**src/rtl/pc_stack_unit.sv**
```systemverilog
// Fetch-stage program counter with branch/jump decode and a return-address stack for CALL/RET.
// Latency: one cycle; an op presented in cycle N sets prog_ctr and stack state seen in cycle N+1.
// Backpressure: stall holds all state; stack overflow/underflow freezes the unit until reset.
module pc_stack_unit #(
    parameter int D           = 8,
    parameter int OFF_W       = 6,
    parameter int STACK_DEPTH = 4,
    parameter int RESET_PC    = 0
) (
    input  logic                               clk,
    input  logic                               reset,
    input  logic                               stall,
    input  logic [2:0]                         op,
    input  logic                               cond,
    input  logic [D-1:0]                       target,
    input  logic [OFF_W-1:0]                   offset,
    output logic [D-1:0]                       prog_ctr,
    output logic [$clog2(STACK_DEPTH+1)-1:0]   depth,
    output logic                               stack_empty,
    output logic                               stack_full,
    output logic [D-1:0]                       ret_top,
    output logic                               fault
);

    localparam int DW = $clog2(STACK_DEPTH + 1);
    // Index width for the entry array; at least one bit even for a single-entry stack.
    localparam int IW = (STACK_DEPTH > 1) ? $clog2(STACK_DEPTH) : 1;

    localparam logic [2:0] OP_NEXT   = 3'b000;
    localparam logic [2:0] OP_BR_REL = 3'b001;
    localparam logic [2:0] OP_BR_ABS = 3'b010;
    localparam logic [2:0] OP_JMP    = 3'b011;
    localparam logic [2:0] OP_CALL   = 3'b100;
    localparam logic [2:0] OP_RET    = 3'b101;

    typedef enum logic {
        RUN   = 1'b0,
        FAULT = 1'b1
    } state_t;

    state_t         state_q;
    state_t         state_d;
    logic [D-1:0]   pc_q;
    logic [D-1:0]   pc_d;
    logic [D-1:0]   pc_inc;
    logic [D-1:0]   off_ext;
    logic [D-1:0]   stack_q [STACK_DEPTH];
    logic [DW-1:0]  depth_q;
    logic [DW-1:0]  depth_d;
    logic           push;
    logic           is_empty;
    logic           is_full;
    logic [IW-1:0]  top_idx;
    logic [IW-1:0]  push_idx;

    // Return address and sequential successor share the same wrapped increment.
    assign pc_inc   = pc_q + D'(1);
    // Offset is sign-extended to PC width so the add wraps modulo 2^D.
    assign off_ext  = {{(D - OFF_W){offset[OFF_W-1]}}, offset};
    assign is_empty = (depth_q == '0);
    assign is_full  = (depth_q == DW'(STACK_DEPTH));
    assign top_idx  = IW'(depth_q - DW'(1));
    assign push_idx = IW'(depth_q);

    assign prog_ctr    = pc_q;
    assign depth       = depth_q;
    assign stack_empty = is_empty;
    assign stack_full  = is_full;
    // Stale entries above depth are masked so an empty stack always reads zero.
    assign ret_top     = is_empty ? '0 : stack_q[top_idx];
    assign fault       = (state_q == FAULT);

    // Next-state decode: FAULT and stall both leave everything as-is.
    always_comb begin
        state_d = state_q;
        pc_d    = pc_q;
        depth_d = depth_q;
        push    = 1'b0;
        if (state_q == RUN && !stall) begin
            case (op)
                OP_BR_REL: pc_d = cond ? (pc_q + off_ext) : pc_inc;
                OP_BR_ABS: pc_d = cond ? target : pc_inc;
                OP_JMP:    pc_d = target;
                OP_CALL: begin
                    if (is_full) begin
                        state_d = FAULT;
                    end else begin
                        push    = 1'b1;
                        depth_d = depth_q + DW'(1);
                        pc_d    = target;
                    end
                end
                OP_RET: begin
                    if (is_empty) begin
                        state_d = FAULT;
                    end else begin
                        depth_d = depth_q - DW'(1);
                        pc_d    = stack_q[top_idx];
                    end
                end
                default:   pc_d = pc_inc;
            endcase
        end
    end

    // State, PC, depth and stack registers; synchronous reset clears every entry.
    always_ff @(posedge clk) begin
        if (reset) begin
            state_q <= RUN;
            pc_q    <= D'(RESET_PC);
            depth_q <= '0;
            for (int i = 0; i < STACK_DEPTH; i++) begin
                stack_q[i] <= '0;
            end
        end else begin
            state_q <= state_d;
            pc_q    <= pc_d;
            depth_q <= depth_d;
            if (push) begin
                stack_q[push_idx] <= pc_inc;
            end
        end
    end

endmodule
```
**config.mk**
```make
export PLATFORM = sky130hd
export DESIGN_NAME = pc_stack_unit
export DESIGN_NICKNAME = d
export VERILOG_FILES = /design/src/rtl/pc_stack_unit.sv
export SDC_FILE = /design/constraint.sdc
export NUM_CORES = 1
export LEC_CHECK = 0
export BUFFER_PORTS_ARGS = -buffer_cell sky130_fd_sc_hd__buf_2
export CAP_MARGIN = 0
export CORE_ASPECT_RATIO = 1.5
export CORE_MARGIN = 8
export CORE_UTILIZATION = 45
export DETAILED_ROUTE_END_ITERATION = 7
export PLACE_DENSITY = 0.78
export SLEW_MARGIN = 10
export SYNTH_ARGS = -nofsm -noshare
export SYNTH_HDL_FRONTEND = slang
export SYNTH_SLANG_ARGS = --single-unit
export TNS_END_PERCENT = 30
```
**constraint.sdc**
```tcl
create_clock -name clk -period 2.75 [get_ports clk]
set_clock_uncertainty 0.2 [all_clocks]
set_input_delay 0 -clock clk [delete_from_list [all_inputs] [get_ports clk]]
set_output_delay 0 -clock clk [all_outputs]
set_load 0.02 [all_outputs]
```
# ---- Word level (Yosys, flattened, before mapping)
# Memory sizes are Yosys's and may differ from the RTL's.
# Index checks and enable logic that the tools add are counted.
dict set report word_totals {
  out_inout_bits 22
  in_bits 21
  ram_bits 32
  register_bits 12
  elab_cells 50
  memories 1
}
# memory words word_bits read_ports rd_clocked_by_memory_dff write_ports line_no
set memory_table {}
lappend memory_table {stack_q 4 8 1 0 4 47} ;# logic [D-1:0] stack_q [STACK_DEPTH];
dict set report classes {
  n_addsub 4
  muxes 23
  bitwise 1
  eq_ne 10
  reduce_logical 8
}
# operator n
set ops {}
lappend ops {{two-way mux 8 bit} 6}
lappend ops {{one-hot mux 8 bit (5 select lines)} 1}
lappend ops {{two-way mux 1 bit} 11}
lappend ops {{== test 3 bit, second input constant} 3}
lappend ops {{adder 8 x 1 -> 8 bit, second input constant} 1}
lappend ops {{adder 8 bit} 1}
lappend ops {{inequality test 2 bit, second input constant} 4}
lappend ops {{AND reduction 4 bit} 2}
lappend ops {{OR reduction 8 bit} 1}
lappend ops {{== test 3 x 2 -> 1 bit, second input constant} 2}
lappend ops {{two-way mux 3 bit} 2}
lappend ops {{one-hot mux 3 bit (2 select lines)} 1}
lappend ops {{adder 3 x 1 -> 3 bit, second input constant} 1}
lappend ops {{== test 3 x 1 -> 1 bit, second input constant} 1}
lappend ops {{zero test 3 bit} 1}
lappend ops {{AND reduction 3 bit} 1}
lappend ops {{subtractor 3 x 1 -> 3 bit, second input constant} 1}
lappend ops {{two-way mux 2 bit} 1}
lappend ops {{one-hot mux 1 bit (2 select lines)} 1}
lappend ops {{nonzero test 2 bit} 1}
lappend ops {{logical AND 1 bit} 1}
lappend ops {{zero test 1 bit} 1}
lappend ops {{inverter 1 bit} 1}

# ---- Depth between registers and ports, before layout
# Gate-level depths: netlist (run 1).
dict set report depth {
  word_depth 9
  depth_mapped 10
  ltp_nobuf 7
}

# ---- Worst setup path before layout (run 1)
# No wires, ideal clock.
dict set report synth_path {
  path_kind {register to register}
  from {register depth_q[0] (netlist: depth[0])}
  to {memory stack_q[0][0] (enable)}
  n_path_buf 3
  setup_ns 0.329
  stages_incl_launch_ff 11
  t_required_ns 2.221
  setup_slack_ns -0.281
  period_less_slack_ns 3.031
  arrival_ns 2.502
  cell_sequence {dfxtp_1 -> buf_2 -> inv_1 -> ha_1 -> and2_1 -> nor2_1 -> nand3_1 -> buf_2 -> or3_1 -> buf_2 -> nand2_1}
}
# element line_no
set synth_lines {}
lappend synth_lines {{start: declaration} 48} ;# logic [DW-1:0] depth_q;
lappend synth_lines {{start signal: assignment} 118} ;# depth_q <= depth_d;
lappend synth_lines {{end: declaration} 47}

==> metrics.md, run 1 <==
| Metric | Value |
|---|---|
| Post-synth ARST share | 0% |
| Syn_nets | 270 |
| Sequential standard cell area | 1202 sq um |
| # rows | 33 |
| Setup TNS | 0 ns |
| Placed Cells | 345 |
| Post-route cell area | 3094 sq um |
| RePlAce Congestion | 0.9045 |
| Via Count | 2049 |
| Hold endpoint | prog_ctr[7] |
| Synth Instances | 237 |
| Ys flop type | edfxtp_1 |
| Final hold violations | 0 |
| GRT overflow | 0 |
| Yosys reg bits | 44 |
| DRT Wirelength | 6.388 mm |
| Compound-Gate Fraction of Synth Area | 14.96% |
| R2R setup slack | 0.22 ns |
| Worst min path class | in -> reg |
| Hold Crit Start | cond |
| FF-to-FF path depth | 7 |
| Status | completed |
| RSZ-0062 raised after global routing | no |
| Worst-Margin Slew | 0.6848 ns |
| CTS tree | built |
| Total track usage | 15.79% |
| Placed Area | 2846 sq um |
| CP endpoint kind | flop |
| Detail Placement HPWL | 4.943 mm |
| Startpoint Class | flop |
| Final Cycle Share | 92.14% |
| Main combinational cell family by area after synthesis | simple AND/OR/NAND/NOR gates |
| Nets@finish | 328 |
| CP max stage delay | 0.51 ns |
| Hold path depth | 5 |
| Worst-path clk slew | 0.09 ns |
| Initial Utilization | 46.46% |
| Synth Area in Simple Gates | 16.14% |
| DIE WIDTH | 77.48 um |
| Synth area leaders | edfxtp_1 38%, dfxtp_1 9.4%, mux4_2 7.1% |
| Yosys top cell area share | 37.67% |
| TritonCTS Buffers | 5 |
| Yosys synthesis warning count | 0 |
| Max-cap violation count | 0 |
| # DRC | 0 |
| Mux cell area share after synthesis | 7.455% |
| Reg-to-reg endpoint | stack_q[0][6] |
| Min Clock Period, post-route | 2.534 ns |
| Register area share after synthesis | 47.08% |
| Max frequency | 394.7 MHz |
| Final slew viol count | 0 |
| CTS Buffer Depth | 2 |
| Final Power | 1.631 mW |
| Layout cell share with drive strength beyond 1 | 25.00% |
| Initial antenna violation count | 0 |
| Core region area | 5492 sq um |
| Root Driver | clkbuf_8 |
| Worst-path cell chain | inv_1 > ha_1 > and2_1 > nor2_1 > nand3_1 > or3_1 > nand2_2 |
| Worst vdd ir | 220.6 uV |
| Final setup viols | 0 |
| Io pins | 43 |
| Fill count | 481 |
| Mean area per synthesized cell | 10.76 sq um |
| Post-synth EDFFs | 32 |
| Crit path required time | 2.54 ns |
| Iteration-0 DRC Markers | 180 |
| Critical path class | reg -> reg |
| TritonRoute pass-1 iters | 7 |
| ANT cells | 0 |
| Num Clock Sinks | 44 |
| Crit path max fanout | 9 |
| CP arrival | 2.33 ns |
| Worst slew margin | 54.07% |
| Pleak | 1.259 nW |
| First-pass GRT wire length | 10.52 mm |
| Non-Filler Instances | 366 |
| Routed Antenna Nets | 0 |
| Post-CTS setup buffer count | 0 |
| Wirelength per Cell | 17.45 um |
| Reg2reg start | depth[1] |
| Vias in the first global route | 2032 |
| Clk_lat worst skew | 0.30 ns |
| CP max stage cell | or3_1 |
| Area of the multi-input gates | 1277 sq um |
| Synth area leader | edfxtp_1 |
| Synth Area in XOR/XNOR | 5.150% |
| PortBufs | 42 |
| Cell variety after synth | 47 |
| Mapped Area | 2551 sq um |
| Die Span Y | 108.2 um |
| H-tree Lvls | 2 |
| Adder-cell share of the synthesized area | 6.179% |
| Syn-to-layout area delta | 21.29% |
| Power per cell area | 527.2 nW/um^2 |
| Die footprint | 8385 sq um |
| Vias per std cell | 5.598 |
| Pin count of the biggest net entering global routing | 16 |
kinds of logic (layout without fill, tap and decap cells):
kind of cell             after synthesis  in the layout
AND/OR/NAND/NOR                       87             87
AO/OA/AOI/OAI                         53             53
flip-flops                            44             44
buffers and inverters                 17             76
XOR/XNOR                              15             15
adder cells (fa/ha/maj)               12             12
multiplexers                           9              9
metrics by stage:
stage                     worst slack (ns)  util [%]  hold slack (ns)
after global placement              0.3286     51.83           0.1069
final                               0.2162     56.35          0.01280
after CTS                           0.1668     56.30         0.002170
after detailed placement            0.2690     51.83           0.1169
after floorplan                   -0.05745         -         -0.02178
after global routing               0.05526     56.35          0.05136
area by class of cell:
cell class | count | area share, %
clock inverters | 3 | 1.496
flip-flops and latches | 44 | 38.86
repair buffers | 61 | 12.45
multi-input cells | 176 | 41.29
clock buffers | 5 | 2.224
well taps | 70 | 2.831
inverters | 7 | 0.8492
state kept, by name, summed over array words and instances (netlist names):
name,cells
fault,1
stack_q,32
prog_ctr,8
depth,3
power by group:
group | total [mW] | internal (mW) | leakage (nW) | switching (mW)
Sequential | 0.772 | 0.741 | 0.429 | 0.0306
Clock | 0.509 | 0.274 | 0.0548 | 0.235
Combinational | 0.351 | 0.148 | 0.775 | 0.203
layout by cell type (no fill, tap or decap), types with 9 or more instances in the layout:
master	Yosys	routed
dfxtp_1	12	11
o21ai_0	9	9
xnor2_1	10	10
buf_2	5	42
ha_1	11	11
edfxtp_1	32	32
dlygate4sd3_1	0	13
and2_1	9	9
nor2_1	46	46
timing repair:
item,CTS,global route
hold endpoints to repair,12,0
gates resized for setup,0,1
hold buffers,13,0
endpoints found under the setup margin,0,8
how the worst max path moves through the flow:
| stage | from | endpoint | slack, ns |
|---|---|---|---|
| finish | depth[1] | stack_q[0][6] | 0.22 |
| detailed placement | depth[1] | stack_q[1][2] | 0.27 |
| global route | depth[1] | stack_q[0][2] | 0.06 |
| CTS | depth[1] | stack_q[1][2] | 0.17 |
| global placement | depth[1] | stack_q[1][7] | 0.33 |
| floorplan | depth[0] | stack_q[2][0] | -0.06 |
layer usage:
layer | vias to the layer above | wire length (um) | global-route usage, %
met5 | - | 0 | 0
met4 | 0 | 119 | 7.046
met3 | 10 | 391 | 3.405
met2 | 83 | 3294 | 27.85
met1 | 962 | 2583 | 17.87
li1 | 994 | - | -
synth_stat cells (all sizes together) (4+ instances only):
cell type	instances
and2	9
a21oi	8
ha	11
o21ai	9
inv	7
mux4	8
xor2	5
dfxtp	12
edfxtp	32
buf	7
xnor2	10
a211oi	5
o211ai	4
nand3	4
nand2	9
o211a	4
nor2	48
a22oi	5
critical path, delay by kind of cell (launching register included):
family	cells	cell delay [ns]
fa+ha+maj	1	0.23
simple gates	5	1.26
flops	1	0.43
buf+inv	1	0.11
Note: power is estimated with default switching activity, not from simulation.
==> run 2: changes to the inputs <==
--- a/config.mk
+++ b/config.mk
@@ -8,7 +8,6 @@
 export BUFFER_PORTS_ARGS = -buffer_cell sky130_fd_sc_hd__buf_2
 export CAP_MARGIN = 0
 export CORE_ASPECT_RATIO = 1.5
-export CORE_MARGIN = 8
 export CORE_UTILIZATION = 45
 export DETAILED_ROUTE_END_ITERATION = 7
 export PLACE_DENSITY = 0.78
==> metrics.md, run 2 (synthesized netlist as in run 1, its figures left out) <==
| Metric | Value |
|---|---|
| Status | completed |
| # DRC | 0 |
| Pint | 1.166 mW |
| Detail Placement HPWL | 4.772 mm |
| NetSw | 0.4684 mW |
| Worst min path class | in -> reg |
| PortBufs | 42 |
| Clk_lat worst skew | 0.31 ns |
| Initial Utilization | 46.81% |
| Worst slew margin | 54.55% |
| CP arrival | 2.31 ns |
| Clock network power share | 31.0% |
| Via Count | 2120 |
| Die Span Y | 94.22 um |
| Layout cell share with drive strength beyond 1 | 25.00% |
| # rows | 33 |
| Non-Filler Instances | 370 |
| Delay-heaviest family, CP | simple AND/OR/NAND/NOR gates |
| Sw frac | 28.66% |
| CTS Buffer Depth | 2 |
| Final Power | 1.634 mW |
| Vias in the first global route | 2067 |
| Final slew viol count | 0 |
| Register share of total power | 47.3% |
| Nets@finish | 332 |
| DIE WIDTH | 63.48 um |
| TritonCTS Buffers | 5 |
| Post-CTS setup buffer count | 0 |
| Wirelength per Cell | 16.79 um |
| Hold Crit Start | offset[3] |
| Placed Cells | 346 |
| H-tree Lvls | 2 |
| CP max stage delay | 0.50 ns |
| DRT Wirelength | 6.213 mm |
| Pleak | 1.282 nW |
| Final hold violations | 0 |
| Worst vdd ir | 226.8 uV |
| Final Util | 57.46% |
| Biggest register | stack_q |
| Pre-CTS setup slack | 0.2208 ns |
| Worst-path clk slew | 0.09 ns |
| Routed Antenna Nets | 0 |
| Reg2reg start | depth[1] |
| Comb pwr share | 21.8% |
| Core region area | 5450 sq um |
| Worst-Margin Slew | 0.6818 ns |
| Final Cycle Share | 91.45% |
| RePlAce Congestion | 0.8891 |
| Worst-path cell chain | inv_1 > ha_1 > and2_1 > nor2_1 > nand3_1 > or3_1 > nand2_2 |
| Crit path buf inv count | 1 |
| GRT overflow | 0 |
| TritonRoute pass-1 iters | 4 |
| Crit path required time | 2.55 ns |
| Initial antenna violation count | 0 |
| Post-route cell area | 3132 sq um |
| Crit path max fanout | 9 |
| Max reg flops | 32 |
| Max-cap violation count | 0 |
| Vias per std cell | 5.730 |
| Commonest non-fill, non-tap cells in the layout | 46 x nor2_1, 42 x buf_2, 32 x edfxtp_1 |
| RSZ-0062 raised after global routing | no |
| Power per cell area | 521.9 nW/um^2 |
| Most common cell after layout, fill and taps aside | nor2_1 |
| CP max stage cell | or3_1 |
| Pin count of the biggest net entering global routing | 16 |
| Min Clock Period, post-route | 2.515 ns |
| Setup crit start | depth[1] |
| Die footprint | 5981 sq um |
| CTS tree | built |
| Io pins | 43 |
| Worst Setup Slack, final | 0.2350 ns |
| Iteration-0 DRC Markers | 121 |
| Startpoint Class | flop |
| Final setup viols | 0 |
| Placed Area | 2854 sq um |
| First-pass GRT wire length | 10.21 mm |
| CP endpoint kind | flop |
| Root Driver | clkbuf_8 |
| Critical path class | reg -> reg |
| Num Clock Sinks | 44 |
| Syn-to-layout area delta | 22.76% |
| Max frequency | 397.6 MHz |
| ANT cells | 0 |
| Total track usage | 23.14% |
run 2: worst min-delay path: cells and delay by family:
family,cells,cell delay [ns]
adders and majority gates,1,0.19
xor gates and xnor gates,1,0.09
buffers and inverters,1,0.08
and+or+nand+nor,1,0.06
AOI/OAI and AO/OA,1,0.06
run 2: path summary, 6_finish.rpt:
check	endpoint	slack, ns	cells after the start
min	prog_ctr[3]	0.02	5
min reg2reg	fault	0.32	2
max reg2reg	stack_q[0][2]	0.23	7
max	stack_q[0][2]	0.23	7
run 2: per-layer routing:
metal / part of all wire [%] / routed length (um) / track usage, % / vias to the layer above
li1: - / - / - / 998
met3: 5.7 / 355 / 4.854 / 21
met2: 52 / 3241 / 39.80 / 87
met1: 38 / 2350 / 25.70 / 1014
met5: 0 / 0 / 0 / -
met4: 4.3 / 266 / 14.39 / 0
run 2: metrics by stage:
stage	setup TNS (ns)	hold WS (ns)
floorplan	-0.4596	-0.02178
global placement	0	0.1045
detailed placement	0	0.1210
CTS	0	0.008075
global route	0	0.06340
finish	0	0.01889
run 2: cell type report:
type	instances	area [sq um]
fill	473	2318
multi-input combinational	176	1277
sequential	44	1202
timing repair buffer	65	422.9
tap	70	87.58
clock buffer	5	68.82
clock inverter	3	46.29
inverter	7	26.28
run 2: repair_timing:
| item | CTS | global route |
|---|---|---|
| hold buffers | 16 | 0 |
| gates resized for setup | 0 | 1 |
| endpoints found under the setup margin | 0 | 8 |
| endpoints found under the hold margin | 12 | 0 |
run 2: power by group through the flow:
stage          clock (mW)  combinational [mW]  sequential, mW
2_1_floorplan           0               0.213           0.795
3_3_place_gp            0               0.331           0.787
3_5_place_dp            0               0.337           0.788
4_1_cts             0.514               0.355           0.772
5_1_grt             0.545               0.390           0.777
6_report            0.506               0.356           0.773
==> run 3: changes to the inputs <==
--- a/config.mk
+++ b/config.mk
@@ -5,7 +5,7 @@
 export SDC_FILE = /design/constraint.sdc
 export NUM_CORES = 1
 export LEC_CHECK = 0
-export BUFFER_PORTS_ARGS = -buffer_cell sky130_fd_sc_hd__buf_2
+export BUFFER_PORTS_ARGS = -buffer_cell sky130_fd_sc_hd__clkbuf_2
 export CAP_MARGIN = 0
 export CORE_ASPECT_RATIO = 1.5
 export CORE_UTILIZATION = 45
==> metrics.md, run 3 (synthesized netlist as in run 1, its figures left out) <==
| Metric | Value |
|---|---|
| Status | completed |
| Syn-to-layout area delta | 21.87% |
| Final hold violations | 0 |
| Core region area | 5450 sq um |
| GRT overflow | 0 |
| CTS Buffer Depth | 2 |
| Min Clock Period, post-route | 2.518 ns |
| Wirelength per Cell | 17.40 um |
| Initial Utilization | 46.81% |
| Post-route cell area | 3109 sq um |
| Via Count | 2126 |
| Setup crit start | depth[1] |
| Clk_lat worst skew | 0.30 ns |
| Critical path class | reg -> reg |
| Worst slew margin | 56.59% |
| DRT Wirelength | 6.405 mm |
| CTS tree | built |
| Met3 usage | 4.126% |
| Final Cycle Share | 91.58% |
| Vias in the first global route | 2066 |
| Commonest non-fill, non-tap cells in the layout | 46 x nor2_1, 42 x clkbuf_2, 32 x edfxtp_1 |
| # rows | 33 |
| Final Util | 57.05% |
| Final setup viols | 0 |
| Biggest register | stack_q |
| Initial antenna violation count | 0 |
| RePlAce Congestion | 0.8936 |
| Area of the multi-input gates | 1277 sq um |
| Num Clock Sinks | 44 |
| Routed Antenna Nets | 0 |
| Root Driver | clkbuf_8 |
| Detail Placement HPWL | 4.807 mm |
| CP arrival | 2.31 ns |
| Post-CTS setup buffer count | 0 |
| Pin count of the biggest net entering global routing | 16 |
| Iteration-0 DRC Markers | 148 |
| Most common cell after layout, fill and taps aside | nor2_1 |
| Worst-path clk slew | 0.09 ns |
| RSZ-0062 raised after global routing | no |
| Die footprint | 5981 sq um |
| Reg2reg start | depth[1] |
| Max reg flops | 32 |
| Fill count | 504 |
| # DRC | 0 |
| Pleak | 1.262 nW |
| TritonRoute pass-1 iters | 4 |
| Layout cell share with drive strength beyond 1 | 25.50% |
| Worst-Margin Slew | 0.6462 ns |
| H-tree Lvls | 2 |
| Total track usage | 22.92% |
| Hold Crit Start | cond |
| TritonCTS Buffers | 5 |
| ANT cells | 0 |
| PortBufs | 42 |
| Crit path max fanout | 9 |
| Vias per std cell | 5.777 |
| Worst vdd ir | 208.1 uV |
| GRT met2 Usage | 41.84% |
| Io pins | 43 |
| Setup TNS | 0 ns |
| Power per cell area | 526.1 nW/um^2 |
| Max frequency | 397.1 MHz |
| First-pass GRT wire length | 10.13 mm |
| CP endpoint kind | flop |
| Sequential standard cell area | 1202 sq um |
| Crit path required time | 2.55 ns |
| Max-cap violation count | 0 |
| Startpoint Class | flop |
| Placed Area | 2861 sq um |
| GRT busiest layer | met2 |
| Final slew viol count | 0 |
| Nets@finish | 330 |
| DIE WIDTH | 63.48 um |
| Worst min path class | in -> reg |
| Die Span Y | 94.22 um |
| Met1 usage | 24.28% |
## run 3: changes by cell type in the layout (fill, tap and decap cells not counted), sizes merged
| cell | change |
|---|---|
| clkbuf | +42 |
| buf | -41 |
| dlygate4sd3 | -3 |
## run 3: worst max-delay path: stages, from the launching register on
cell,delay [ns]
dfxtp_1,0.45
inv_1,0.11
ha_1,0.24
and2_1,0.18
nor2_1,0.14
nand3_1,0.15
or3_1,0.50
nand2_2,0.24
## run 3: worst paths after layout
kind | to | slack, ns | cells after the start
hold reg to reg | prog_ctr[4] | 0.39 | 2
setup reg to reg | stack_q[0][2] | 0.23 | 7
hold / removal | prog_ctr[3] | 0.02 | 5
setup / recovery | stack_q[0][2] | 0.23 | 7
## run 3: power breakdown
group / leakage, nW / switching [mW] / total [mW] / internal (mW)
Combinational: 0.778 / 0.206 / 0.356 / 0.150
Sequential: 0.429 / 0.0322 / 0.773 / 0.741
Clock: 0.0548 / 0.233 / 0.507 / 0.274
Total: 1.26 / 0.471 / 1.64 / 1.16
## run 3: layout make-up
cell class,count,area share (%)
Multi-Input combinational cell,176,41.09
Sequential cell,44,38.67
Timing Repair Buffer,63,12.88
Tap cell,70,2.817
Clock buffer,5,2.213
Clock inverter,3,1.489
Inverter,7,0.8451
## run 3: stage by stage
| stage | instances | worst slack (ns) | total power, mW | hold slack, ns |
|---|---|---|---|---|
| finish | 368 | 0.2315 | 1.636 | 0.02379 |
| global route | 368 | 0.03562 | 1.695 | 0.05216 |
| CTS | 368 | 0.1633 | 1.638 | 0.01308 |
| detailed placement | 347 | 0.1945 | 1.125 | 0.09581 |
| global placement | 347 | 0.3152 | 1.119 | 0.08225 |
| floorplan | 237 | -0.05745 | 1.009 | -0.02178 |
## run 3: per-layer routing
metal  wire [um]  vias up
li1            -      992
met4         188        0
met2        3516       77
met5           0        -
met1        2359     1039
met3         340       18
## run 3: repair_timing
| item | 4_1_cts | 5_1_grt |
|---|---|---|
| setup endpoints to repair | 0 | 8 |
| endpoints found under the hold margin | 12 | 0 |
| hold buffers | 13 | 0 |
| resized for setup | 0 | 1 |
